<file path="src/rtl/hex_calc_seq_if.sv">
// hex_calc_seq_if: UART byte streams and external adder bus for the hex calculator sequencer
interface hex_calc_seq_if #(parameter int DW = 32);
  logic [7:0]    rx_data;
  logic          rx_valid;
  logic [7:0]    tx_data;
  logic          tx_valid;
  logic          tx_ready;
  logic [DW-1:0] add_a;
  logic [DW-1:0] add_b;
  logic          add_cin;
  logic [DW-1:0] add_sum;
  logic          add_cout;
  logic          busy;
  logic          ovf;
  logic          err;
  modport slave (
    input  rx_data, rx_valid, tx_ready, add_sum, add_cout,
    output tx_data, tx_valid, add_a, add_b, add_cin, busy, ovf, err
  );
  modport master (
    output rx_data, rx_valid, tx_ready, add_sum, add_cout,
    input  tx_data, tx_valid, add_a, add_b, add_cin, busy, ovf, err
  );
endinterface

</file>
<file path="src/rtl/hex_calc_seq.sv">
// hex_calc_seq: parses "A+B=" hex input, runs the external adder once, streams the result as ASCII hex.
// Optional subtract operator '-' is enabled by defining HEX_CALC_SUB_EN.
module hex_calc_seq #(
  parameter int DW     = 32,
  parameter bit OUT_CR = 1'b1
) (
  input logic           clk,
  input logic           rst_n,
  hex_calc_seq_if.slave bus
);
  localparam int NDIG = DW / 4;
  localparam int NB   = NDIG + (OUT_CR ? 2 : 0);
  localparam int IW   = $clog2(NB + 1);
`ifdef HEX_CALC_SUB_EN
  localparam bit SUB_EN = 1'b1;
`else
  localparam bit SUB_EN = 1'b0;
`endif
  typedef enum logic [2:0] {A_ENT, B_ENT, CALC1, CALC2, SEND} state_t;
  state_t          state_q, state_d;
  logic [DW-1:0]   a_q, a_d, b_q, b_d, res_q, res_d;
  logic [DW-1:0]   add_a_q, add_a_d, add_b_q, add_b_d;
  logic            a_seen_q, a_seen_d, b_seen_q, b_seen_d, sub_q, sub_d;
  logic            add_cin_q, add_cin_d, ovf_q, ovf_d, err_q, err_d;
  logic            tx_valid_q, tx_valid_d;
  logic [7:0]      tx_data_q, tx_data_d;
  logic [IW-1:0]   idx_q, idx_d;
  logic            is_num, is_alpha, is_dig;
  logic [3:0]      nib;
  function automatic logic [7:0] hex_ch(input logic [3:0] n);
    return (n < 4'd10) ? 8'h30 + {4'h0, n} : 8'h37 + {4'h0, n};
  endfunction
  // Byte i of the reply: digits MSB nibble first, then CR, LF.
  function automatic logic [7:0] out_byte(input logic [DW-1:0] r, input logic [IW-1:0] i);
    int k;
    k = int'(i);
    return (k < NDIG) ? hex_ch(r[4*(NDIG-1-k) +: 4]) : (k == NDIG) ? 8'h0d : 8'h0a;
  endfunction
  // Decode the received byte as a hex digit; letters map to 10..15 by adding 9 to their low nibble.
  always_comb begin
    is_num   = bus.rx_data >= 8'h30 && bus.rx_data <= 8'h39;
    is_alpha = (bus.rx_data >= 8'h41 && bus.rx_data <= 8'h46) ||
               (bus.rx_data >= 8'h61 && bus.rx_data <= 8'h66);
    is_dig   = is_num || is_alpha;
    nib      = bus.rx_data[3:0] + (is_alpha ? 4'd9 : 4'd0);
  end
  // Next-state logic for the sequencer and all its registered outputs.
  always_comb begin
    state_d    = state_q;
    a_d        = a_q;
    b_d        = b_q;
    a_seen_d   = a_seen_q;
    b_seen_d   = b_seen_q;
    sub_d      = sub_q;
    res_d      = res_q;
    add_a_d    = add_a_q;
    add_b_d    = add_b_q;
    add_cin_d  = add_cin_q;
    ovf_d      = ovf_q;
    err_d      = 1'b0;
    tx_valid_d = tx_valid_q;
    tx_data_d  = tx_data_q;
    idx_d      = idx_q;
    case (state_q)
      A_ENT, B_ENT: if (bus.rx_valid) begin
        if (bus.rx_data == 8'h1b) begin
          a_d      = '0;
          b_d      = '0;
          a_seen_d = 1'b0;
          b_seen_d = 1'b0;
          state_d  = A_ENT;
        end else if (is_dig && state_q == A_ENT) begin
          a_d      = (a_q << 4) | DW'(nib);
          a_seen_d = 1'b1;
        end else if (is_dig) begin
          b_d      = (b_q << 4) | DW'(nib);
          b_seen_d = 1'b1;
        end else if (state_q == A_ENT && a_seen_q &&
                     (bus.rx_data == 8'h2b || (SUB_EN && bus.rx_data == 8'h2d))) begin
          sub_d   = bus.rx_data == 8'h2d;
          state_d = B_ENT;
        end else if (state_q == B_ENT && b_seen_q && bus.rx_data == 8'h3d) begin
          state_d = CALC1;
        end else begin
          err_d = 1'b1;
        end
      end
      CALC1: begin
        add_a_d   = a_q;
        add_b_d   = sub_q ? ~b_q : b_q;
        add_cin_d = sub_q;
        err_d     = bus.rx_valid;
        state_d   = CALC2;
      end
      CALC2: begin
        res_d      = bus.add_sum;
        ovf_d      = bus.add_cout ^ sub_q;
        tx_valid_d = 1'b1;
        tx_data_d  = out_byte(bus.add_sum, '0);
        idx_d      = '0;
        err_d      = bus.rx_valid;
        state_d    = SEND;
      end
      SEND: begin
        err_d = bus.rx_valid;
        if (tx_valid_q && bus.tx_ready) begin
          if (idx_q == IW'(NB - 1)) begin
            tx_valid_d = 1'b0;
            a_d        = '0;
            b_d        = '0;
            a_seen_d   = 1'b0;
            b_seen_d   = 1'b0;
            state_d    = A_ENT;
          end else begin
            idx_d     = idx_q + 1'b1;
            tx_data_d = out_byte(res_q, idx_q + 1'b1);
          end
        end
      end
      default: state_d = A_ENT;
    endcase
  end
  // State and output registers; reset abandons any reply in flight.
  always_ff @(posedge clk or negedge rst_n) begin
    if (!rst_n) begin
      state_q    <= A_ENT;
      a_q        <= '0;
      b_q        <= '0;
      a_seen_q   <= 1'b0;
      b_seen_q   <= 1'b0;
      sub_q      <= 1'b0;
      res_q      <= '0;
      add_a_q    <= '0;
      add_b_q    <= '0;
      add_cin_q  <= 1'b0;
      ovf_q      <= 1'b0;
      err_q      <= 1'b0;
      tx_valid_q <= 1'b0;
      tx_data_q  <= '0;
      idx_q      <= '0;
    end else begin
      state_q    <= state_d;
      a_q        <= a_d;
      b_q        <= b_d;
      a_seen_q   <= a_seen_d;
      b_seen_q   <= b_seen_d;
      sub_q      <= sub_d;
      res_q      <= res_d;
      add_a_q    <= add_a_d;
      add_b_q    <= add_b_d;
      add_cin_q  <= add_cin_d;
      ovf_q      <= ovf_d;
      err_q      <= err_d;
      tx_valid_q <= tx_valid_d;
      tx_data_q  <= tx_data_d;
      idx_q      <= idx_d;
    end
  end
  assign bus.tx_data  = tx_data_q;
  assign bus.tx_valid = tx_valid_q;
  assign bus.add_a    = add_a_q;
  assign bus.add_b    = add_b_q;
  assign bus.add_cin  = add_cin_q;
  assign bus.ovf      = ovf_q;
  assign bus.err      = err_q;
  assign bus.busy     = state_q == CALC1 || state_q == CALC2 || state_q == SEND;
endmodule

</file>
<file path="src/flat_wrapper.sv">
// flat-port wrapper written by rule: the top's interface ports become plain ports
module hex_calc_seq_flat 
#(
  parameter int DW     = 32,
  parameter bit OUT_CR = 1'b1
)
  (clk, rst_n, bus_rx_data, bus_rx_valid, bus_tx_ready, bus_add_sum, bus_add_cout, bus_tx_data, bus_tx_valid, bus_add_a, bus_add_b, bus_add_cin, bus_busy, bus_ovf, bus_err);
  hex_calc_seq_if #(.DW(DW)) bus_i ();
  input logic clk;
  input logic rst_n;
  input wire logic [$bits(bus_i.rx_data)-1:0] bus_rx_data;
  input wire logic [$bits(bus_i.rx_valid)-1:0] bus_rx_valid;
  input wire logic [$bits(bus_i.tx_ready)-1:0] bus_tx_ready;
  input wire logic [$bits(bus_i.add_sum)-1:0] bus_add_sum;
  input wire logic [$bits(bus_i.add_cout)-1:0] bus_add_cout;
  output wire logic [$bits(bus_i.tx_data)-1:0] bus_tx_data;
  output wire logic [$bits(bus_i.tx_valid)-1:0] bus_tx_valid;
  output wire logic [$bits(bus_i.add_a)-1:0] bus_add_a;
  output wire logic [$bits(bus_i.add_b)-1:0] bus_add_b;
  output wire logic [$bits(bus_i.add_cin)-1:0] bus_add_cin;
  output wire logic [$bits(bus_i.busy)-1:0] bus_busy;
  output wire logic [$bits(bus_i.ovf)-1:0] bus_ovf;
  output wire logic [$bits(bus_i.err)-1:0] bus_err;
  assign bus_i.rx_data = bus_rx_data;
  assign bus_i.rx_valid = bus_rx_valid;
  assign bus_i.tx_ready = bus_tx_ready;
  assign bus_i.add_sum = bus_add_sum;
  assign bus_i.add_cout = bus_add_cout;
  assign bus_tx_data = bus_i.tx_data;
  assign bus_tx_valid = bus_i.tx_valid;
  assign bus_add_a = bus_i.add_a;
  assign bus_add_b = bus_i.add_b;
  assign bus_add_cin = bus_i.add_cin;
  assign bus_busy = bus_i.busy;
  assign bus_ovf = bus_i.ovf;
  assign bus_err = bus_i.err;
  hex_calc_seq #(.DW(DW), .OUT_CR(OUT_CR)) u_core (.clk(clk), .rst_n(rst_n), .bus(bus_i));
endmodule
</file>
<file path="config.mk">
export PLATFORM = sky130hd
export DESIGN_NAME = hex_calc_seq_flat
export DESIGN_NICKNAME = d
export VERILOG_FILES = /design/src/rtl/hex_calc_seq_if.sv /design/src/rtl/hex_calc_seq.sv /design/src/flat_wrapper.sv
export SDC_FILE = /design/constraint.sdc
export NUM_CORES = 1
export LEC_CHECK = 0
export ABC_AREA = 1
export BUFFER_PORTS_ARGS = -buffer_cell sky130_fd_sc_hd__buf_2
export CAP_MARGIN = 20
export CORE_MARGIN = 4
export CORE_UTILIZATION = 51
export DETAILED_ROUTE_END_ITERATION = 16
export PLACE_DENSITY = 0.86
export SETUP_SLACK_MARGIN = 0.05
export SLEW_MARGIN = 15
export SYNTH_ARGS = -nofsm -noshare
export SYNTH_HDL_FRONTEND = slang
export SYNTH_SLANG_ARGS = --single-unit
</file>
<file path="constraint.sdc">
create_clock -name clk -period 1.9 [get_ports clk]
set_input_delay 0 -clock clk [delete_from_list [all_inputs] [get_ports clk]]
set_output_delay 0 -clock clk [all_outputs]
set_load 0.02 [all_outputs]
</file>
==> metrics <==
outcome complete, but fails checks; failing checks negative setup slack; port bufs 120; Synth Flop Type dfrtp_1; Period minus WS final 2.07 ns; fin nets 1199; Peak supply drop 0.000948 V; max layer used met4; largest net degree at the start of global routing 59; Worst EP arrival 2.40 ns; Seq/Total Area, Yosys 56.3%; Die Area 17900 um^2; Rows 45; Overall Power 16.7 mW; vias in the first global route 6939; max_cap viols 0; crit path buf inv count 4; CTS tree built; Initial Util 52.6%; IO Pins 122; synth unique cells 37; final-layout fill cell count 1002; RSZ-0062 raised after global routing true; post-route setup slack -0.169 ns; Post-Synthesis Cells 950; DRT iter0 DRCs 813; antenna-violating nets left 0; clk slew on worst S/H paths 0.06 ns; cell leakage power 6.19 nW; DR pass1 iterations 6; core area 15300 um^2; type of the worst setup path reg -> reg; critical path required time 2.23 ns; CP most frequent cell inv_2; Placer Congestion 0.916; routed via count 7406; worst hold path type in -> reg; Slew Viols, Final 0; crit start category register; initial antenna violation count 3; worst-margin pin slew 0.558 ns; HPWL Detailed 12.8 mm; Clk Latency, worst-skew pair 0.44 ns; Cells after DPL 1275; Yosys Warn Count 0; PD cells 1520 nW/um^2; Final Skew 0.00720 ns; DRC 0; grt ovf 0; WL per Instance 17.7 um; critical path depth 15; Non-Filler Instances 1372; met1 wire length 9.57 mm; share of post-route cells with drive strength above 1 30.7%; syn_nets 1001; clk sink count 181; worst-case reg-to-reg path depth 15; first-pass GRT wire length 34.3 mm; chip height 134 um; max frequency 483 MHz; CP Capture Type register; critical path's top delay family simple AND/OR/NAND/NOR gates; Synth Area per Inst 8.47 um^2; reg-to-reg endpoint u_core.bus.tx_data[4]; async set-reset flop share out of synthesis 100%; Hold Worst Slack 0.0777 ns; Hold Startpoint bus_rx_data[3]; Critical Path End u_core.bus.tx_data[4]; CTS Buf Count 17; number of flops mapped to enable cells by yosys 0; endpoints failing hold 0; r2r setup slk -0.17 ns; WHS Path Cells 5; Die X 134 um; WL met2 12.2 mm; CP Launch Point u_core.idx_q[1]; H-tree levels 4; Clock Path Buffers 2; worst-path maximum fanout 5; critical path's largest stage delay 0.42 ns; gr usage total 24.0%; met3 WL 1.68 mm; routed vias/inst 5.40; Critical Path, Cell by Cell buf_6, ha_4, nand2_2, inv_2, nor2_4, inv_2, o21ai_2, nor2_2, nor2_4, inv_2, ha_4, nand2_2, nand4_1, nand3_1, nand2_1; FF-to-FF Start u_core.idx_q[1]; fin crit share 109%; P&R area growth vs syn 36.9%; Post-Syn Area 8050 um^2; Seq cells post-synth 181; Slowest cell on crit path dfrtp_1; clk root buf clkbuf_16; routed wire length 24.2 mm; Slew headroom 62.8%; Final setup violation count 66
-- layout make-up --
type / instances / area (um^2) / area share, %
flip-flops and latches: 181 / 4530 / 41.1
multi-input cells: 670 / 3590 / 32.6
repair buffers: 220 / 1750 / 15.9
clock buffers: 20 / 447 / 4.05
well taps: 211 / 264 / 2.40
inverters: 58 / 223 / 2.02
clock inverters: 9 / 203 / 1.84
diodes: 3 / 7.51 / 0.0681
-- sequential cells by signal, indices dropped and copies added (netlist names), 3 cells and up --
signal / cells
u_core.bus.add_a: 32
u_core.bus.add_b: 32
u_core.bus.tx_data: 7
u_core.state_q: 3
u_core.a_q: 32
u_core.idx_q: 4
u_core.b_q: 32
u_core.res_q: 32
-- cells by family after synthesis --
kind of cell / count (synthesis) / share of synthesized area [%]
buffers and inverters: 99 / 5.63
xor gates and xnor gates: 35 / 3.81
and+or+nand+nor: 525 / 26.3
DFF: 181 / 56.3
AOI/OAI and AO/OA: 103 / 6.96
other: 1 / 0.0466
adders and majority gates: 6 / 0.933
-- cells in the mapped netlist, types with 2 or more instances --
cell type / number / share of area, %
nand3_1: 30 / 1.9
ha_1: 6 / 0.93
nor2_8: 2 / 0.50
o21ai_1: 3 / 0.19
nand4_1: 4 / 0.31
dfrtp_1: 181 / 56
o22ai_1: 2 / 0.16
buf_6: 7 / 0.98
buf_2: 8 / 0.50
a21oi_1: 13 / 0.81
xor2_1: 2 / 0.22
nand2_1: 415 / 19
xnor2_1: 33 / 3.6
nand2_2: 14 / 1.1
nor3_1: 3 / 0.19
nor2_2: 2 / 0.16
nor3_2: 2 / 0.25
clkbuf_1: 23 / 1.1
buf_4: 2 / 0.19
nor2_1: 50 / 2.3
inv_1: 51 / 2.4
o21ai_0: 77 / 4.8
inv_2: 6 / 0.28
-- worst reg2reg max path, stage by stage (launching register included) --
cell and delay, ns:
dfrtp_1 0.42, buf_6 0.15, ha_4 0.16, nand2_2 0.07, inv_2 0.06, nor2_4 0.18, inv_2 0.09, o21ai_2 0.07
nor2_2 0.06, nor2_4 0.11, inv_2 0.06, ha_4 0.17, nand2_2 0.06, nand4_1 0.11, nand3_1 0.12, nand2_1 0.06
-- per-stage QoR --
| stage | setup WS [ns] | util (%) | setup TNS (ns) | instance area, um^2 |
|---|---|---|---|---|
| final | -0.169 | 71.9 | -6.57 | 11000 |
| after global routing | -0.211 | 71.9 | -8.45 | 11000 |
| after CTS | -0.0181 | 67.1 | -0.0379 | 10300 |
| after detailed placement | -0.156 | 59.2 | -2.47 | 9070 |
| after global placement | -0.0352 | 59.2 | -0.112 | 9070 |
| after floorplan | 0.0575 | - | 0 | 8080 |
-- worst min path at each step --
stage	slack, ns	to
final	0.08	u_core.state_q[1]
after detailed placement	0.0005	u_core.bus.add_b[20]
after CTS	0.009	u_core.a_q[2]
after floorplan	-0.30	u_core.a_q[0]
after global placement	0.004	u_core.bus.add_b[24]
after global routing	0.09	u_core.a_q[2]
-- routing by layer --
layer	up-vias	GRT usage (%)
li1	3359	-
met5	-	0
met2	396	39.4
met1	3566	30.7
met4	0	9.94
met3	85	5.89
-- report_power, final --
group / leakage, nW / internal, mW / switching, mW
registers: 2.28 / 4.99 / 0.906
logic: 3.59 / 2.75 / 4.13
clock network: 0.316 / 2.48 / 1.48
-- repair_timing --
action	4_1_cts	5_1_grt
setup buffers	10	14
pin swaps	18	61
hold buffers	36	0
endpoints found under the hold margin	174	0
setup endpoints to repair	72	74
cloned	0	8
gates resized for setup	32	141
-- cell usage in the layout, fill, tap and decap left out, types with 3 or more instances in the layout --
master,instances
a21oi_1,11
a21oi_2,3
buf_12,11
buf_2,119
buf_4,35
buf_6,12
bufinv_16,6
clkbuf_16,24
dfrtp_1,179
diode_2,3
dlygate4sd3_1,36
ha_1,3
ha_4,3
inv_1,44
inv_2,11
nand2_1,338
nand2_2,60
nand2_4,32
nand3_1,19
nand3_2,11
nand4_1,4
nor2_1,43
nor2_4,7
nor3_1,3
o21ai_0,70
o21ai_1,5
o21ai_2,6
xnor2_1,33
No activity file was read; power rests on OpenSTA's default activity.
